==> config.mk <==
export PLATFORM = sky130hd
export DESIGN_NAME = aes_core_arbiter
export DESIGN_NICKNAME = d
export VERILOG_FILES = /design/src/rtl/aes_core_arbiter_pkg.sv /design/src/rtl/aes_core_arbiter_rr_pick.sv /design/src/rtl/aes_core_arbiter.sv
export SDC_FILE = /design/constraint.sdc
export NUM_CORES = 1
export LEC_CHECK = 0
export CORE_AREA = 2 2 558 560
export DETAILED_ROUTE_END_ITERATION = 6
export DIE_AREA = 0 0 560 562
export HOLD_SLACK_MARGIN = 0.05
export PLACE_DENSITY = 0.3
export SLEW_MARGIN = 5
export SYNTH_ARGS = -nofsm -noshare
export SYNTH_HDL_FRONTEND = slang
export SYNTH_SLANG_ARGS = --single-unit
==> constraint.sdc <==
create_clock -name clk -period 11.41 [get_ports clk]
set_input_delay 1.141 -clock clk [delete_from_list [all_inputs] [get_ports clk]]
set_output_delay 1.141 -clock clk [all_outputs]
set_load 0.05 [all_outputs]
==> src/rtl/aes_core_arbiter_pkg.sv <==
// Shared types and helpers for the AES core arbiter (op codes, FSM states, job payload).
package aes_core_arbiter_pkg;

  localparam int unsigned BLK_S = 128;
  localparam int unsigned KEY_S = 256;
  localparam int unsigned OP_W  = 2;

  typedef enum logic [1:0] {
    AES_ARB_OP_KEYEXP = 2'b00,
    AES_ARB_OP_ENC    = 2'b01,
    AES_ARB_OP_DEC    = 2'b10,
    AES_ARB_OP_ILL    = 2'b11
  } arb_op_e;

  typedef enum logic [2:0] {
    ST_ARB    = 3'd0,
    ST_ACCEPT = 3'd1,
    ST_ISSUE  = 3'd2,
    ST_WAIT   = 3'd3,
    ST_RESP   = 3'd4
  } arb_state_e;

  // Op captured at the request handshake and presented to the core.
  typedef struct packed {
    arb_op_e          op;
    logic [KEY_S-1:0] key;
    logic [BLK_S-1:0] blk;
    logic             last;
  } arb_job_t;

  // Mode bits toward the core; key size plus one-hot operation.
  typedef struct packed {
    logic aes128;
    logic aes256;
    logic key_exp;
    logic cipher;
    logic decipher;
  } arb_mode_t;

  // Ceiling log2 with a floor of 1 so a 1-bit index always exists.
  function automatic int unsigned clogb2(input int unsigned v);
    int unsigned r;
    r = 1;
    for (int i = 1; i < 32; i++) begin
      if ((32'd1 << i) < v) r = unsigned'(i) + 32'd1;
    end
    return r;
  endfunction

  function automatic arb_mode_t mode_of(input arb_op_e op, input logic key256);
    arb_mode_t m;
    m.aes128   = ~key256;
    m.aes256   = key256;
    m.key_exp  = (op == AES_ARB_OP_KEYEXP);
    m.cipher   = (op == AES_ARB_OP_ENC);
    m.decipher = (op == AES_ARB_OP_DEC);
    return m;
  endfunction

endpackage

==> src/rtl/aes_core_arbiter_rr_pick.sv <==
// Combinational round-robin selector: first set bit of i_valid at or above i_rr_ptr, wrapping.
module aes_core_arbiter_rr_pick #(
  parameter int unsigned N     = 2,
  parameter int unsigned IDX_W = 1
) (
  input  logic [N-1:0]     i_valid,
  input  logic [IDX_W-1:0] i_rr_ptr,
  output logic [IDX_W-1:0] o_idx_c,
  output logic             o_any_c
);

  logic [2*N-1:0]   w_dbl;
  logic [N-1:0]     w_rot;
  logic [IDX_W-1:0] w_off;
  logic [IDX_W:0]   w_sum;

  // Rotate so the pointer sits at bit 0, take the lowest set bit, then rotate the index back.
  always_comb begin
    w_dbl = {i_valid, i_valid};
    w_rot = N'(w_dbl >> i_rr_ptr);
    w_off = '0;
    for (int k = int'(N) - 1; k >= 0; k--) begin
      if (w_rot[k]) w_off = IDX_W'(k);
    end
    w_sum = (IDX_W+1)'(i_rr_ptr) + (IDX_W+1)'(w_off);
    if (w_sum >= (IDX_W+1)'(N)) w_sum = w_sum - (IDX_W+1)'(N);
    o_idx_c = IDX_W'(w_sum);
    o_any_c = |i_valid;
  end

endmodule

==> src/rtl/aes_core_arbiter.sv <==
// Round-robin arbiter sharing one AES core between NUM_REQ requesters; a grant lasts for a whole job.
// Optional per-requester completed-block counters on stat_blocks when AES_ARB_STATS_EN is defined.
module aes_core_arbiter
  import aes_core_arbiter_pkg::*;
#(
  parameter int unsigned NUM_REQ = 2,
  parameter int unsigned IDX_W   = clogb2(NUM_REQ)
) (
  input  logic                     clk,
  input  logic                     resetn,
  input  logic [NUM_REQ-1:0]       req_valid,
  output logic [NUM_REQ-1:0]       req_ready,
  input  logic [OP_W*NUM_REQ-1:0]  req_op,
  input  logic [NUM_REQ-1:0]       req_key256,
  input  logic [KEY_S*NUM_REQ-1:0] req_key,
  input  logic [BLK_S*NUM_REQ-1:0] req_blk,
  input  logic [NUM_REQ-1:0]       req_last,
  output logic [NUM_REQ-1:0]       rsp_valid,
  input  logic [NUM_REQ-1:0]       rsp_ready,
  output logic [BLK_S-1:0]         rsp_blk,
  output logic                     rsp_last,
  output logic                     core_en,
  output logic                     core_aes128_mode,
  output logic                     core_aes256_mode,
  output logic                     core_key_exp_mode,
  output logic                     core_cipher_mode,
  output logic                     core_decipher_mode,
  output logic [KEY_S-1:0]         core_key,
  output logic [BLK_S-1:0]         core_in_blk,
  input  logic [BLK_S-1:0]         core_out_blk,
  input  logic                     core_done,
  input  logic                     core_busy,
  output logic [IDX_W-1:0]         grant_idx,
`ifdef AES_ARB_STATS_EN
  output logic [32*NUM_REQ-1:0]    stat_blocks,
`endif
  output logic                     illegal_op
);

  arb_state_e         r_state, w_state_nxt;
  logic [IDX_W-1:0]   r_rr_ptr, w_rr_ptr_nxt;
  logic [IDX_W-1:0]   r_grant_idx, w_grant_nxt;
  arb_job_t           r_job, w_job_nxt, w_sel_job;
  arb_mode_t          r_mode, w_mode_nxt;
  logic [NUM_REQ-1:0] r_rsp_valid, w_rsp_valid_nxt;
  logic [BLK_S-1:0]   r_rsp_blk, w_rsp_blk_nxt;
  logic               r_rsp_last, w_rsp_last_nxt;
  logic               r_core_en, w_core_en_nxt;
  logic               r_illegal, w_illegal_nxt;
  logic               w_release;
  logic [IDX_W-1:0]   w_rel_ptr;
  logic [IDX_W-1:0]   w_pick_idx;
  logic               w_pick_any;
  logic               w_hs;
  logic               w_rsp_hs;
  logic [NUM_REQ-1:0] w_grant_oh;

  aes_core_arbiter_rr_pick #(
    .N     (NUM_REQ),
    .IDX_W (IDX_W)
  ) u_rr_pick (
    .i_valid  (req_valid),
    .i_rr_ptr (r_rr_ptr),
    .o_idx_c  (w_pick_idx),
    .o_any_c  (w_pick_any)
  );

  // Only the owner may hand over an op, and only while the core is idle.
  always_comb begin
    req_ready = '0;
    if (r_state == ST_ACCEPT && !core_busy) req_ready[r_grant_idx] = 1'b1;
  end

  // Mux the granted requester's op fields and derive handshake/release helpers.
  always_comb begin
    w_sel_job.op   = arb_op_e'(req_op[OP_W*r_grant_idx +: OP_W]);
    w_sel_job.key  = req_key[KEY_S*r_grant_idx +: KEY_S];
    w_sel_job.blk  = req_blk[BLK_S*r_grant_idx +: BLK_S];
    w_sel_job.last = req_last[r_grant_idx];
    w_hs           = req_valid[r_grant_idx] & req_ready[r_grant_idx];
    w_rsp_hs       = |(r_rsp_valid & rsp_ready);
    w_grant_oh     = NUM_REQ'(1) << r_grant_idx;
    w_rel_ptr      = (r_grant_idx == IDX_W'(NUM_REQ - 1)) ? '0 : IDX_W'(r_grant_idx + 1'b1);
  end

  // Next-state and next-output logic.
  always_comb begin
    w_state_nxt     = r_state;
    w_rr_ptr_nxt    = r_rr_ptr;
    w_grant_nxt     = r_grant_idx;
    w_job_nxt       = r_job;
    w_mode_nxt      = r_mode;
    w_rsp_valid_nxt = r_rsp_valid;
    w_rsp_blk_nxt   = r_rsp_blk;
    w_rsp_last_nxt  = r_rsp_last;
    w_core_en_nxt   = 1'b0;
    w_illegal_nxt   = 1'b0;
    w_release       = 1'b0;
    unique case (r_state)
      ST_ARB: begin
        if (w_pick_any) begin
          w_grant_nxt = w_pick_idx;
          w_state_nxt = ST_ACCEPT;
        end
      end
      ST_ACCEPT: begin
        if (w_hs) begin
          w_job_nxt = w_sel_job;
          if (w_sel_job.op == AES_ARB_OP_ILL) begin
            w_illegal_nxt = 1'b1;
            w_release     = w_sel_job.last;
          end else begin
            w_mode_nxt    = mode_of(w_sel_job.op, req_key256[r_grant_idx]);
            w_core_en_nxt = 1'b1;
            w_state_nxt   = ST_ISSUE;
          end
        end
      end
      ST_ISSUE: w_state_nxt = ST_WAIT;
      ST_WAIT: begin
        if (core_done) begin
          if (r_job.op == AES_ARB_OP_KEYEXP) begin
            if (r_job.last) w_release = 1'b1;
            else            w_state_nxt = ST_ACCEPT;
          end else begin
            w_rsp_blk_nxt   = core_out_blk;
            w_rsp_last_nxt  = r_job.last;
            w_rsp_valid_nxt = w_grant_oh;
            w_state_nxt     = ST_RESP;
          end
        end
      end
      ST_RESP: begin
        if (w_rsp_hs) begin
          w_rsp_valid_nxt = '0;
          if (r_rsp_last) w_release = 1'b1;
          else            w_state_nxt = ST_ACCEPT;
        end
      end
      default: w_state_nxt = ST_ARB;
    endcase
    if (w_release) begin
      w_state_nxt  = ST_ARB;
      w_rr_ptr_nxt = w_rel_ptr;
      w_mode_nxt   = '0;
    end
  end

  // Control state register with synchronous reset.
  always_ff @(posedge clk) begin
    if (!resetn) begin
      r_state     <= ST_ARB;
      r_rr_ptr    <= '0;
      r_grant_idx <= '0;
      r_mode      <= '0;
      r_rsp_valid <= '0;
      r_core_en   <= 1'b0;
      r_illegal   <= 1'b0;
    end else begin
      r_state     <= w_state_nxt;
      r_rr_ptr    <= w_rr_ptr_nxt;
      r_grant_idx <= w_grant_nxt;
      r_mode      <= w_mode_nxt;
      r_rsp_valid <= w_rsp_valid_nxt;
      r_core_en   <= w_core_en_nxt;
      r_illegal   <= w_illegal_nxt;
    end
  end

  // Data path registers; contents are only meaningful while qualified by control state.
  always_ff @(posedge clk) begin
    r_job      <= w_job_nxt;
    r_rsp_blk  <= w_rsp_blk_nxt;
    r_rsp_last <= w_rsp_last_nxt;
  end

`ifdef AES_ARB_STATS_EN
  logic [32*NUM_REQ-1:0] r_stat;

  // Count delivered result blocks per requester.
  always_ff @(posedge clk) begin
    if (!resetn) begin
      r_stat <= '0;
    end else if (r_state == ST_RESP && w_rsp_hs) begin
      r_stat[32*r_grant_idx +: 32] <= r_stat[32*r_grant_idx +: 32] + 32'd1;
    end
  end

  assign stat_blocks = r_stat;
`endif

  assign rsp_valid          = r_rsp_valid;
  assign rsp_blk            = r_rsp_blk;
  assign rsp_last           = r_rsp_last;
  assign core_en            = r_core_en;
  assign core_aes128_mode   = r_mode.aes128;
  assign core_aes256_mode   = r_mode.aes256;
  assign core_key_exp_mode  = r_mode.key_exp;
  assign core_cipher_mode   = r_mode.cipher;
  assign core_decipher_mode = r_mode.decipher;
  assign core_key           = r_job.key;
  assign core_in_blk        = r_job.blk;
  assign grant_idx          = r_grant_idx;
  assign illegal_op         = r_illegal;

endmodule

# Word-level counts from Yosys, hierarchy flattened
# Cells that the tools add are included.
# totals
n_memories	0
regBits	530
input_bits	912
latch_bits	0
mem_bits_ro	0
ramBits	0
# classes
n_eq_ne	15
shift	5
n_mux	38
magnitude_cmp	3
add_sub_neg	3
mul	0
n_bitwise	6
div	0
reduce_logical	17
# op_table
operator	n
512-bit by 10-bit variable part select with 256-bit output	1
256-bit by 9-bit variable part select with 128-bit output	1
3-bit two-way mux	8
1-bit two-way mux	22
3-bit one-hot mux with 5 select lines	1
2-bit != test, second input constant	6
3-bit AND reduction	3
2-bit two-way mux	4
7-bit AND reduction	1
3-bit by 2-bit equality test with 1-bit output, second input constant	2
2-bit OR reduction	3
2-bit equality test, second input constant	2
2-bit logical NOT	2
1-bit inverter	4
2-bit one-hot mux with 2 select lines	1
2-bit AND reduction	2
4-bit AND reduction	1
4-bit by 3-bit variable part select with 2-bit output	1
4-bit by 1-bit right shift with 2-bit output	1
3-bit by 1-bit equality test with 1-bit output, second input constant	1
3-bit equality test, second input constant	1
3-bit logical NOT	1
3-bit != test, second input constant	1
1-bit one-hot mux with 3 select lines	1
15 further kinds	16

# Logic depth before layout (Yosys ltp)
# Gate-level depths: netlist of run 1.
# logic_depth
word_depth	11
depth_mapped	6
mapped_depth_nobuf	5

# Modules after synthesis
# From an unflattened synthesis of run 1, not the netlist that was laid out.
# hier_totals
cells_unflattened	1420
hier_area_um2	23771.5
# modules_own_cells
module	n_inst	cells_per_inst	area_per_inst_um2	seq_area_each_um2
aes_core_arbiter	1	1417	23750.3	15775.1
aes_core_arbiter_rr_pick	1	3	21.3	0.0

# Worst setup path after synthesis of run 1
# OpenSTA, ideal clock, no wires.
# synth_path
path_type	input port to flip-flop
from	in core_busy
to	reg r_mode (netlist bit core_decipher_mode)
setup_ns	0.468
cell_stages	4
slack_ns	1.448
t_arrival_ns	9.494
cell_sequence	nor4b_1 > nand2b_1 > inv_1 > a211oi_1
# synth_between
elab_chain_cells	9
elab_cells_between_ends	10
cone_classes	mux (5); bitwise (1); reduce/logical (4)
# synth_lines
item	line	rtl
start, declared	aes_core_arbiter.sv:32	input logic core_busy,
1-bit logical NOT *	aes_core_arbiter.sv:71	if (r_state == ST_ACCEPT && !core_busy) req_ready[r_grant_idx] = 1'b1;
1-bit logical AND *	aes_core_arbiter.sv:71	
2-bit two-way mux *	aes_core_arbiter.sv:71	
1-bit two-way mux (not written as such) * (2 in series)	aes_core_arbiter.sv:80	w_hs = req_valid[r_grant_idx] & req_ready[r_grant_idx];
1-bit AND *	aes_core_arbiter.sv:80	
1-bit two-way mux	aes_core_arbiter.sv:107	if (w_hs) begin
1-bit one-hot mux with 3 select lines	aes_core_arbiter.sv:99	unique case (r_state)
2-bit OR reduction (no source line)	--	
end signal, assigned	aes_core_arbiter.sv:163	r_mode <= w_mode_nxt;
end, declared	aes_core_arbiter.sv:44	arb_mode_t r_mode, w_mode_nxt;
# Every way passes the cells marked *; elsewhere a longest branch is shown, timed or not. The select of a mux whose other input is x is not followed.
# A chain may end at the register's enable or synchronous reset.

# Worst setup path in the final report of run 1
# layout_path
from	in core_busy
to	out req_ready[0]
# layout_between
elab_chain_cells	3
# layout_lines
item	line	rtl
1-bit logical NOT	aes_core_arbiter.sv:71	
1-bit logical AND	aes_core_arbiter.sv:71	
2-bit two-way mux	aes_core_arbiter.sv:71	
end, declared	aes_core_arbiter.sv:12	output logic [NUM_REQ-1:0] req_ready,
# No other way between the ends.

==> impl_metrics.py, run 1 <==
metrics = {
    "cells_and_area": {
        "layout_commonest_cell": "clkdlybuf4s50_1",
        "syn2layout_area_growth_pct": 81.11,
        "fin_area_um2": 42860,
        "drive_gt1_share_pct": 20.24,
        "finalNetCount": 3439,
        "most-common-layout-cells": "1432 x clkdlybuf4s50_1, 516 x edfxtp_1, 385 x mux2_2",
    },
    "clock_tree": {
        "clk_pin_slew_ns": 0.06,
        "root_buffer": "clkbuf_16",
        "h-tree-depth": 3,
        "clock_sinks": 530,
        "cts_setup_buffers": 0,
        "cts_buffer_depth": 4,
        "cts_buffers": 84,
        "clock_latency_ns": 0.77,
        "cts_resized": 0,
        "postCtsHoldBufs": 0,
        "cts_tree": "built",
    },
    "detailed_routing": {
        "vias": 17060,
        "wirelength_um": 188800,
        "drt_iter0_markers": 843,
        "routedWlPerCell_um": 28.00,
        "remaining_drc_errors": 0,
        "via_per_inst": 2.530,
        "antenna_left": 0,
        "first_pass_iters": 5,
    },
    "timing": {
        "hold_violations": 0,
        "timing.fmax_mhz": 211.9,
        "final.min_clock_period_ns": 4.720,
        "tightestPinTransition_ns": 1.118,
        "drv_slew": 0,
        "fin_crit_sh_pct": 41.37,
        "finClkSkew_ns": 0.05013,
        "tns_ns": 0,
        "finalSetupViolations": 0,
        "grt_setup_unrepaired": "false",
        "max_slew_margin_pct": 25.44,
    },
    "setup_path": {
        "crit_fanout": 3,
        "worst_path_most_repeated_cell": "clkdlybuf4s50_1",
        "path_class": "input port to output pin",
        "path_cells": "clkdlybuf4s50_1, or4b_4, nor2_1, clkdlybuf4s50_1",
        "crit_family": "buffers and inverters",
        "critPathSlowestCell": "clkdlybuf4s50_1",
        "worstPathArrival_ns": 3.58,
        "worstPathRequired_ns": 10.27,
        "cp-end-kind": "output pin",
        "start_kind": "input port",
        "cp_num_buf_inv": 2,
        "slowest_delay_ns": 0.94,
    },
    "pwr": {
        "power_density_nw_per_um2": 131.4,
        "peakVddDrop_mv": 0.09432,
        "p_leak_nw": 13.29,
    },
    "synth": {
        "syn-instance-count": 1418,
        "yosysTopAreaCell": "edfxtp_1",
        "synthFlopType": "edfxtp_1",
        "syn_area_um2": 23670,
        "ys_ff_latch": 530,
        "synth_area_per_cell_um2": 16.69,
        "seq_area_frac_synth_pct": 66.65,
        "syn_nets": 2330,
        "ys_types": 39,
        "ys_top_cells_by_area": "edfxtp_1 65%, mux2_2 18%, buf_4 12%",
        "synth-async-reset-ratio_pct": 0,
        "yosys.area.top_type_share_pct": 65.47,
        "ys_warn_count": 0,
        "synth_edf_count": 516,
    },
    "die": {
        "coreArea_um2": 308300,
        "die_x_um": 560,
        "start_util_pct": 7.676,
        "die_area_um2": 314700,
        "ios": 1437,
        "core.rowCount": 204,
        "die_y_um": 562,
    },
    "placement": {
        "dpl.hpwl_um": 163100,
        "gp_congestion": 0.7847,
        "placed_area_um2": 40300,
        "port_buffers": 1436,
    },
    "grt": {
        "grt_pass1_vias": 17680,
        "grtUsageTotal_pct": 11.55,
        "grt_max_degree": 121,
        "grt_antenna_before_repair": 209,
        "grt.overflow.total": 0,
        "grt_pass1_wl_um": 228700,
    },
    "job": {
        "cap_violations": 0,
    },
    "hold_path": {
        "hold_class": "register to register",
    },
    "outcome": {
        "outcome": "finished clean",
    },
}
[routing by layer]
metal	global-route usage (%)	wire, um	up-vias
met5	0	624	-
met2	19.43	89080	1275
met4	1.870	3625	94
met1	12.56	70200	8161
met3	6.900	25250	370
li1	-	-	7158
[worst register-to-register path: cells and delay by family, from the launching register on]
kind | cells | cell delay (ns)
muxes | 1 | 0.52
buffers and inverters | 4 | 2.64
DFF | 1 | 0.63
[cells in the mapped netlist (all sizes together) (3+ instances only)]
library cell / count
clkbuf: 42
nand2b: 3
nor3: 4
mux2: 385
dfxtp: 14
a21oi: 3
nor2: 12
inv: 5
edfxtp: 516
mux2i: 8
buf: 389
nor2b: 4
nand2: 3
[stage by stage]
| step | util (%) | hold slack [ns] | std cells | setup slack, ns | total power, W |
|---|---|---|---|---|---|
| finish | 13.90 | 0.4596 | 6743 | 6.690 | 0.005631 |
| global route | 13.87 | 0.4820 | 6709 | 6.542 | 0.005870 |
| CTS | 13.87 | 0.4692 | 6709 | 6.489 | 0.005785 |
| detailed placement | 13.07 | 0.4609 | 6561 | 6.403 | 0.003226 |
| global placement | 13.07 | 0.4661 | 6561 | 6.376 | 0.003228 |
| floorplan | - | 0.4176 | 1418 | 1.448 | 0.002732 |
[final cells by class]
cell class | count | area [um^2]
Multi-Input combinational cell | 452 | 4815
Tap cell | 4120 | 5155
Inverter | 5 | 26.28
Clock buffer | 103 | 2173
Sequential cell | 530 | 15780
Clock inverter | 45 | 306.5
Timing Repair Buffer | 1454 | 14520
Fill cell | 34600 | 265500
Antenna cell | 34 | 85.08
[final timing paths]
| path | from | endpoint | slack, ns | cells past startpoint |
|---|---|---|---|---|
| worst min-delay path | r_rr_ptr$_SDFFE_PN0P_ | r_rr_ptr$_SDFFE_PN0P_ | 0.46 | 2 |
| worst max register to register | grant_idx$_SDFFE_PN0P_ | core_key[97]$_DFFE_PP_ | 7.33 | 5 |
| worst min register to register | r_rr_ptr$_SDFFE_PN0P_ | r_rr_ptr$_SDFFE_PN0P_ | 0.46 | 2 |
| worst max-delay path | core_busy | req_ready[0] | 6.69 | 4 |
[power breakdown]
group          internal [W]  switching (W)
combinational      0.000470       0.000451
sequential          0.00222      0.0000232
clock               0.00141        0.00105
[sequential cells by signal (all words and copies together), names as in the netlist]
signal / flops
rsp_last: 1
core_en: 1
core_in_blk: 128
grant_idx: 1
core_key_exp_mode: 1
illegal_op: 1
core_key: 256
core_aes256_mode: 1
core_cipher_mode: 1
rsp_valid: 2
r_rr_ptr: 1
r_job: 3
core_aes128_mode: 1
r_state: 3
core_decipher_mode: 1
rsp_blk: 128
[kinds of logic (layout without fill, tap and decap cells)]
kind of cell    after synthesis  after routing  share of synthesized area, %
buf+inv                     436           1607                         13.05
flops                       530            530                         66.65
simple gates                 41             41                         1.063
mux                         393            393                         18.66
other cells                   0             34                             0
compound gates               18             18                        0.5762
(Power assumes the default switching activity.)
==> run 2, diff against run 1 <==
- CORE_AREA: 2 2 558 560 -> 2 2 556 558
- DIE_AREA: 0 0 560 562 -> 0 0 558 560
- clock period: 11.41 -> 4.3 ns (I/O delays scaled with it)
==> run 2 against run 1 <==
Effect of this change: largest power group unchanged; sequential power increased to 2.7 times the previous value; clock skew increased by 0.060 ns; utilization increased by 0.15 points; sequential share of layout area is 0.24 points lower; sequential cell count stayed put; count of clock-buffer cells in the layout up 6; design area grew 0.67%; register-to-register slack lost 6.3 ns.
==> impl_metrics.py, run 2 (synthesized netlist as in run 1, its figures left out) <==
metrics = {
    "pwr": {
        "power_density_nw_per_um2": 349.7,
        "p_leak_nw": 13.44,
        "p_seq_share_pct": 39.5,
        "p_total_w": 0.01509,
        "switchingPower_w": 0.003919,
        "swShare_pct": 25.97,
        "p_int_w": 0.01117,
        "peakVddDrop_mv": 0.2514,
        "comb_power_share_pct": 15.9,
        "clkPwrFrac_pct": 44.6,
    },
    "clock_tree": {
        "cts_tree": "built",
        "postCtsHoldBufs": 0,
        "cts_buffers": 82,
        "cts_buffer_depth": 4,
        "cts_setup_buffers": 0,
        "clock_sinks": 530,
        "h-tree-depth": 3,
        "cts_resized": 0,
        "clock_latency_ns": 0.81,
        "root_buffer": "clkbuf_16",
        "clk_pin_slew_ns": 0.06,
    },
    "setup_path": {
        "r2r.worst_path.cells": 5,
        "slowest_delay_ns": 1.07,
        "worstPathArrival_ns": 3.42,
        "start_kind": "register",
        "path_cells": "nor4b_1, and2_1, clkdlybuf4s50_1",
        "cp-end-kind": "output pin",
        "critPathSlowestCell": "nor4b_1",
        "cp_num_buf_inv": 1,
        "rr_endpoint": "core_key[71]$_DFFE_PP_",
        "reg2reg_from": "r_state[0]$_SDFFE_PP0P_",
        "path_class": "register to output pin",
        "crit_family": "simple AND/OR/NAND/NOR gates",
        "rrSetupSlack_ns": 1.06,
        "crit_fanout": 9,
        "worstPathRequired_ns": 3.87,
    },
    "placement": {
        "port_buffers": 1436,
        "dpl.cell_count": 6573,
        "dpl.hpwl_um": 149500,
        "gp_congestion": 0.8327,
    },
    "detailed_routing": {
        "vias": 16780,
        "via_per_inst": 2.489,
        "drt_iter0_markers": 1014,
        "wirelength_um": 174200,
        "remaining_drc_errors": 0,
        "first_pass_iters": 4,
        "antenna_left": 0,
        "routedWlPerCell_um": 25.83,
    },
    "cells_and_area": {
        "syn2layout_area_growth_pct": 82.32,
        "layout_commonest_cell": "clkdlybuf4s50_1",
        "drive_gt1_share_pct": 20.88,
        "finalNetCount": 3449,
        "final_cells": 6744,
        "largest_reg_flops": 256,
        "most-common-layout-cells": "1428 x clkdlybuf4s50_1, 516 x edfxtp_1, 385 x mux2_2",
    },
    "timing": {
        "timing.fmax_mhz": 259.5,
        "drv_slew": 0,
        "tightestPinTransition_ns": 1.290,
        "finalSetupViolations": 0,
        "grt_setup_unrepaired": "false",
        "final.min_clock_period_ns": 3.853,
        "finClkSkew_ns": 0.1099,
        "fin_crit_sh_pct": 89.61,
        "hold_violations": 0,
        "max_slew_margin_pct": 12.81,
    },
    "grt": {
        "grtUsageTotal_pct": 10.63,
        "grt.overflow.total": 0,
        "grt_max_degree": 84,
        "grt_pass1_vias": 17570,
        "grt_antenna_before_repair": 153,
        "grt_pass1_wl_um": 210500,
    },
    "die": {
        "die_y_um": 560,
        "die_x_um": 558,
        "ios": 1437,
        "start_util_pct": 7.708,
        "die_area_um2": 312500,
        "core.rowCount": 204,
        "coreArea_um2": 307100,
    },
    "job": {
        "cap_violations": 0,
    },
    "hold_path": {
        "min_from": "core_out_blk[106]",
        "hold_class": "input port to register",
        "worstHoldEndpoint": "rsp_blk[106]$_DFFE_PP_",
        "hold_depth": 1,
    },
    "outcome": {
        "outcome": "finished clean",
    },
}
==> run 2: cell types whose count changed in the layout (fill, tap and decap cells not counted), moves of 4 or more <==
cell	before	now
bufinv_16	3	7
buf_12	2	11
clkinv_1	21	11
buf_4	20	27
clkdlybuf4s50_1	1432	1428
diode_2	34	28
clkinv_2	13	8
clkbuf_1	19	23
==> run 2: layer usage <==
layer / up-vias / share of wire (%) / track usage [%]
met1: 8015 / 36 / 11.20
met2: 1212 / 49 / 18.75
li1: 7168 / - / -
met5: - / 0.26 / 0
met3: 322 / 12 / 5.539
met4: 66 / 2.2 / 2.034
==> run 2: power groups by stage <==
stage                     registers, W  logic, W  clock network [W]
after global placement         0.00608   0.00244                  0
final                          0.00597   0.00239            0.00673
after detailed placement       0.00608   0.00243                  0
after CTS                      0.00597   0.00245            0.00707
after floorplan                0.00610   0.00113                  0
after global routing           0.00598   0.00252            0.00720
==> run 2: area by class of cell <==
cell class	count	area (um^2)
Timing Repair Buffer	1466	14720
Clock buffer	109	2205
Antenna cell	28	70.07
Multi-Input combinational cell	452	4831
Inverter	5	22.52
Sequential cell	530	15780
Tap cell	4120	5155
Clock inverter	34	371.6
Fill cell	34280	263900
==> run 2: worst max path at each step <==
stage	from	slack, ns	end	cells after the start
6_report	r_state[0]$_SDFFE_PP0P_	0.45	req_ready[1]	3
5_1_grt	r_state[0]$_SDFFE_PP0P_	0.25	req_ready[1]	3
4_1_cts	r_state[0]$_SDFFE_PP0P_	0.35	req_ready[1]	3
3_5_place_dp	core_busy	0.66	core_in_blk[12]$_DFFE_PP_	6
3_3_place_gp	core_busy	0.68	core_in_blk[12]$_DFFE_PP_	6
2_1_floorplan	grant_idx$_SDFFE_PN0P_	-2.98	core_in_blk[0]$_DFFE_PP_	4
==> run 2: through the flow <==
step	hold slack [ns]	setup TNS, ns	util [%]	worst slack, ns	cell area, um^2
after floorplan	0.4176	-1159.44	-	-2.977	23710
after global placement	0.4333	0	13.19	0.6778	40500
after detailed placement	0.4386	0	13.19	0.6627	40500
after CTS	0.06853	0	14.03	0.3484	43080
after global routing	0.1082	0	14.03	0.2483	43080
final	0.1693	0	14.05	0.4467	43150
==> run 3, diff against run 2 <==
- CORE_AREA: 2 2 556 558 -> 2 2 564 566
- CTS_BUF_LIST: default -> sky130_fd_sc_hd__clkbuf_2
- DIE_AREA: 0 0 558 560 -> 0 0 566 568
==> run 3 against run 2 <==
Effect of this change: the run now fails in clock tree synthesis (4_1_cts); synthesized area is the same; synthesized cell count is the same.
==> impl_metrics.py, run 3 <==
metrics = {
    "outcome": {
        "outcome": "aborted with a tool error",
        "failed_stage": "clock tree synthesis (4_1_cts)",
        "tool.error": "[ERROR RSZ-0060] Max buffer count reached.",
    },
    "clock_tree": {
        "h-tree-depth": 4,
        "cts_resized": 5,
        "cts_buffer_depth": 4,
        "cts_setup_buffers": 0,
        "clock_sinks": 530,
        "cts_buffers": 180,
        "root_buffer": "clkbuf_2",
        "postCtsHoldBufs": 1392,
    },
    "die": {
        "start_util_pct": 7.484,
        "core.rowCount": 207,
        "die_y_um": 568,
        "die_x_um": 566,
        "ios": 1437,
    },
    "placement": {
        "preCtsSetupSlack_ns": 0.6669,
        "dpl.hpwl_um": 154300,
        "gp_congestion": 0.8834,
        "port_buffers": 1436,
        "dpl.cell_count": 6632,
    },
    "synth": {
        "ys_top_cells_by_area": "edfxtp_1 65%, mux2_2 18%, buf_4 12%",
        "yosys.cell_count.top_type": "edfxtp_1",
        "synth_edf_count": 516,
        "synth-xor-area-share_pct": 0,
        "seq_area_frac_synth_pct": 66.65,
        "yosys.area.top_type_share_pct": 65.47,
        "ys_warn_count": 0,
        "syn-instance-count": 1418,
        "synthFlopType": "edfxtp_1",
        "ys_ff_latch": 530,
        "synth_compound_area_share_pct": 0.5762,
        "synth_area_per_cell_um2": 16.69,
        "synth-async-reset-ratio_pct": 0,
        "synthAdderAreaFrac_pct": 0,
        "synth_top_family_by_area": "multiplexers",
        "yosysTopAreaCell": "edfxtp_1",
        "ys_types": 39,
        "syn_nets": 2330,
        "yosys.area_share.simple_pct": 1.063,
        "syn_area_um2": 23670,
        "synth_commonest_cells": "516 x edfxtp_1, 385 x mux2_2, 384 x buf_4",
        "yosys-mux-area-fraction_pct": 18.66,
    },
}
==> run 3: cell families after synthesis <==
family                 count (synthesis)
AOI/OAI and AO/OA                     18
buffers and inverters                436
DFF                                  530
muxes                                393
and+or+nand+nor                       41
==> run 3: stage by stage <==
step | hold slack, ns | cell area (um^2)
after global placement | 0.4787 | 40570
after floorplan | 0.4176 | 23710
after detailed placement | 0.4581 | 40570
==> run 4, diff against run 3 <==
- CTS_BUF_LIST: sky130_fd_sc_hd__clkbuf_2 -> default
- HOLD_SLACK_MARGIN: 0.05 -> default
- PLACE_DENSITY: 0.3 -> default
- PLACE_DENSITY_LB_ADDON: default -> 0.15
- clock period: 4.3 -> 5.59 ns (I/O delays scaled with it)
==> run 4 against run 3 <==
Effect of this change: the run now ends clean.
==> impl_metrics.py, run 4 (synthesized netlist as in run 1, its figures left out) <==
metrics = {
    "setup_path": {
        "slowest_delay_ns": 0.94,
        "cp-end-kind": "output pin",
        "r2r.worst_path.cells": 5,
        "path_cells": "nor4b_1, and2_1, clkdlybuf4s50_1",
        "path_class": "register to output pin",
        "worstPathRequired_ns": 5.03,
        "cp_num_buf_inv": 1,
        "crit_family": "simple AND/OR/NAND/NOR gates",
        "cp.depth": 3,
        "crit_fanout": 9,
        "critPathSlowestCell": "nor4b_1",
        "start_kind": "register",
        "worstPathArrival_ns": 3.34,
    },
    "timing": {
        "finClkSkew_ns": 0.1243,
        "max_slew_margin_pct": 24.00,
        "drv_slew": 0,
        "finalSetupViolations": 0,
        "worst_slack_ns": 1.687,
        "timing.fmax_mhz": 256.2,
        "hold_violations": 0,
        "tightestPinTransition_ns": 1.124,
        "grt_setup_unrepaired": "false",
        "final.min_clock_period_ns": 3.903,
        "fin_crit_sh_pct": 69.82,
    },
    "clock_tree": {
        "h-tree-depth": 3,
        "cts_resized": 0,
        "clock_latency_ns": 0.83,
        "cts_setup_buffers": 0,
        "clk_pin_slew_ns": 0.06,
        "cts_buffers": 88,
        "cts_buffer_depth": 4,
        "root_buffer": "clkbuf_16",
        "clock_sinks": 530,
        "postCtsHoldBufs": 0,
        "cts_tree": "built",
    },
    "die": {
        "core.rowCount": 207,
        "die_area_um2": 321500,
        "die_y_um": 568,
        "coreArea_um2": 316200,
        "ios": 1437,
        "start_util_pct": 7.484,
        "die_x_um": 566,
    },
    "cells_and_area": {
        "drive_gt1_share_pct": 20.79,
        "finalNetCount": 3450,
        "syn2layout_area_growth_pct": 82.48,
        "most-common-layout-cells": "1428 x clkdlybuf4s50_1, 516 x edfxtp_1, 385 x mux2_2",
        "final_cells": 6809,
        "layout_commonest_cell": "clkdlybuf4s50_1",
        "largest_reg_flops": 256,
    },
    "hold_path": {
        "hold_depth": 1,
        "hold_class": "input port to register",
    },
    "detailed_routing": {
        "first_pass_iters": 5,
        "vias": 16860,
        "antenna_left": 0,
        "via_per_inst": 2.475,
        "drt_iter0_markers": 700,
        "wirelength_um": 176300,
        "remaining_drc_errors": 0,
        "routedWlPerCell_um": 25.90,
    },
    "placement": {
        "dpl.hpwl_um": 150500,
        "gp_congestion": 0.8217,
        "preCtsSetupSlack_ns": 2.019,
        "dpl.cell_count": 6628,
        "port_buffers": 1436,
    },
    "pwr": {
        "p_total_w": 0.01170,
        "power_density_nw_per_um2": 270.9,
        "peakVddDrop_mv": 0.1932,
        "p_leak_nw": 13.41,
    },
    "grt": {
        "grt_pass1_wl_um": 217800,
        "grt.overflow.total": 0,
        "grt_antenna_before_repair": 168,
        "grt_max_degree": 101,
        "grt_pass1_vias": 17900,
        "grtUsageTotal_pct": 10.63,
    },
    "outcome": {
        "outcome": "finished clean",
    },
    "job": {
        "cap_violations": 0,
    },
}
-- run 4: layout make-up --
| type | count | area [um^2] |
|---|---|---|
| Multi-Input combinational cell | 452 | 4831 |
| Timing Repair Buffer | 1461 | 14630 |
| Clock buffer | 108 | 2277 |
| Tap cell | 4180 | 5230 |
| Inverter | 5 | 22.52 |
| Sequential cell | 530 | 15780 |
| Fill cell | 35220 | 273000 |
| Clock inverter | 41 | 341.6 |
| Antenna cell | 32 | 80.08 |
-- run 4: metrics by stage --
step                      hold slack (ns)  TNS [ns]  util, %  instance area (um^2)
after floorplan                    0.4176   -656.34        -                 23700
after detailed placement           0.4242         0    12.80                 40490
after global placement             0.4515         0    12.80                 40490
final                              0.2826         0    13.66                 43190
after global routing               0.2215         0    13.63                 43120
after CTS                          0.1715         0    13.63                 43110
-- run 4: power breakdown --
| part | switching [W] | internal (W) | total (W) |
|---|---|---|---|
| logic | 0.000875 | 0.000969 | 0.00184 |
| clock network | 0.00221 | 0.00306 | 0.00527 |
| registers | 0.0000509 | 0.00454 | 0.00459 |
| total | 0.00314 | 0.00856 | 0.0117 |
-- run 4: final timing paths --
kind | slack (ns) | to | start
max | 1.69 | req_ready[1] | r_state[0]$_SDFFE_PP0P_
min | 0.28 | rsp_blk[54]$_DFFE_PP_ | core_out_blk[54]
max reg2reg | 2.43 | core_key[58]$_DFFE_PP_ | r_state[0]$_SDFFE_PP0P_
min reg2reg | 0.47 | rsp_last$_DFFE_PP_ | r_job[0]$_DFFE_PP_
-- run 4: per-layer routing --
| metal | vias up | GRT usage [%] | wire length, um |
|---|---|---|---|
| li1 | 7185 | - | - |
| met4 | 114 | 2.201 | 3924 |
| met5 | - | 0 | 763 |
| met2 | 1183 | 18.39 | 85560 |
| met1 | 8017 | 10.44 | 60970 |
| met3 | 356 | 7.198 | 25120 |
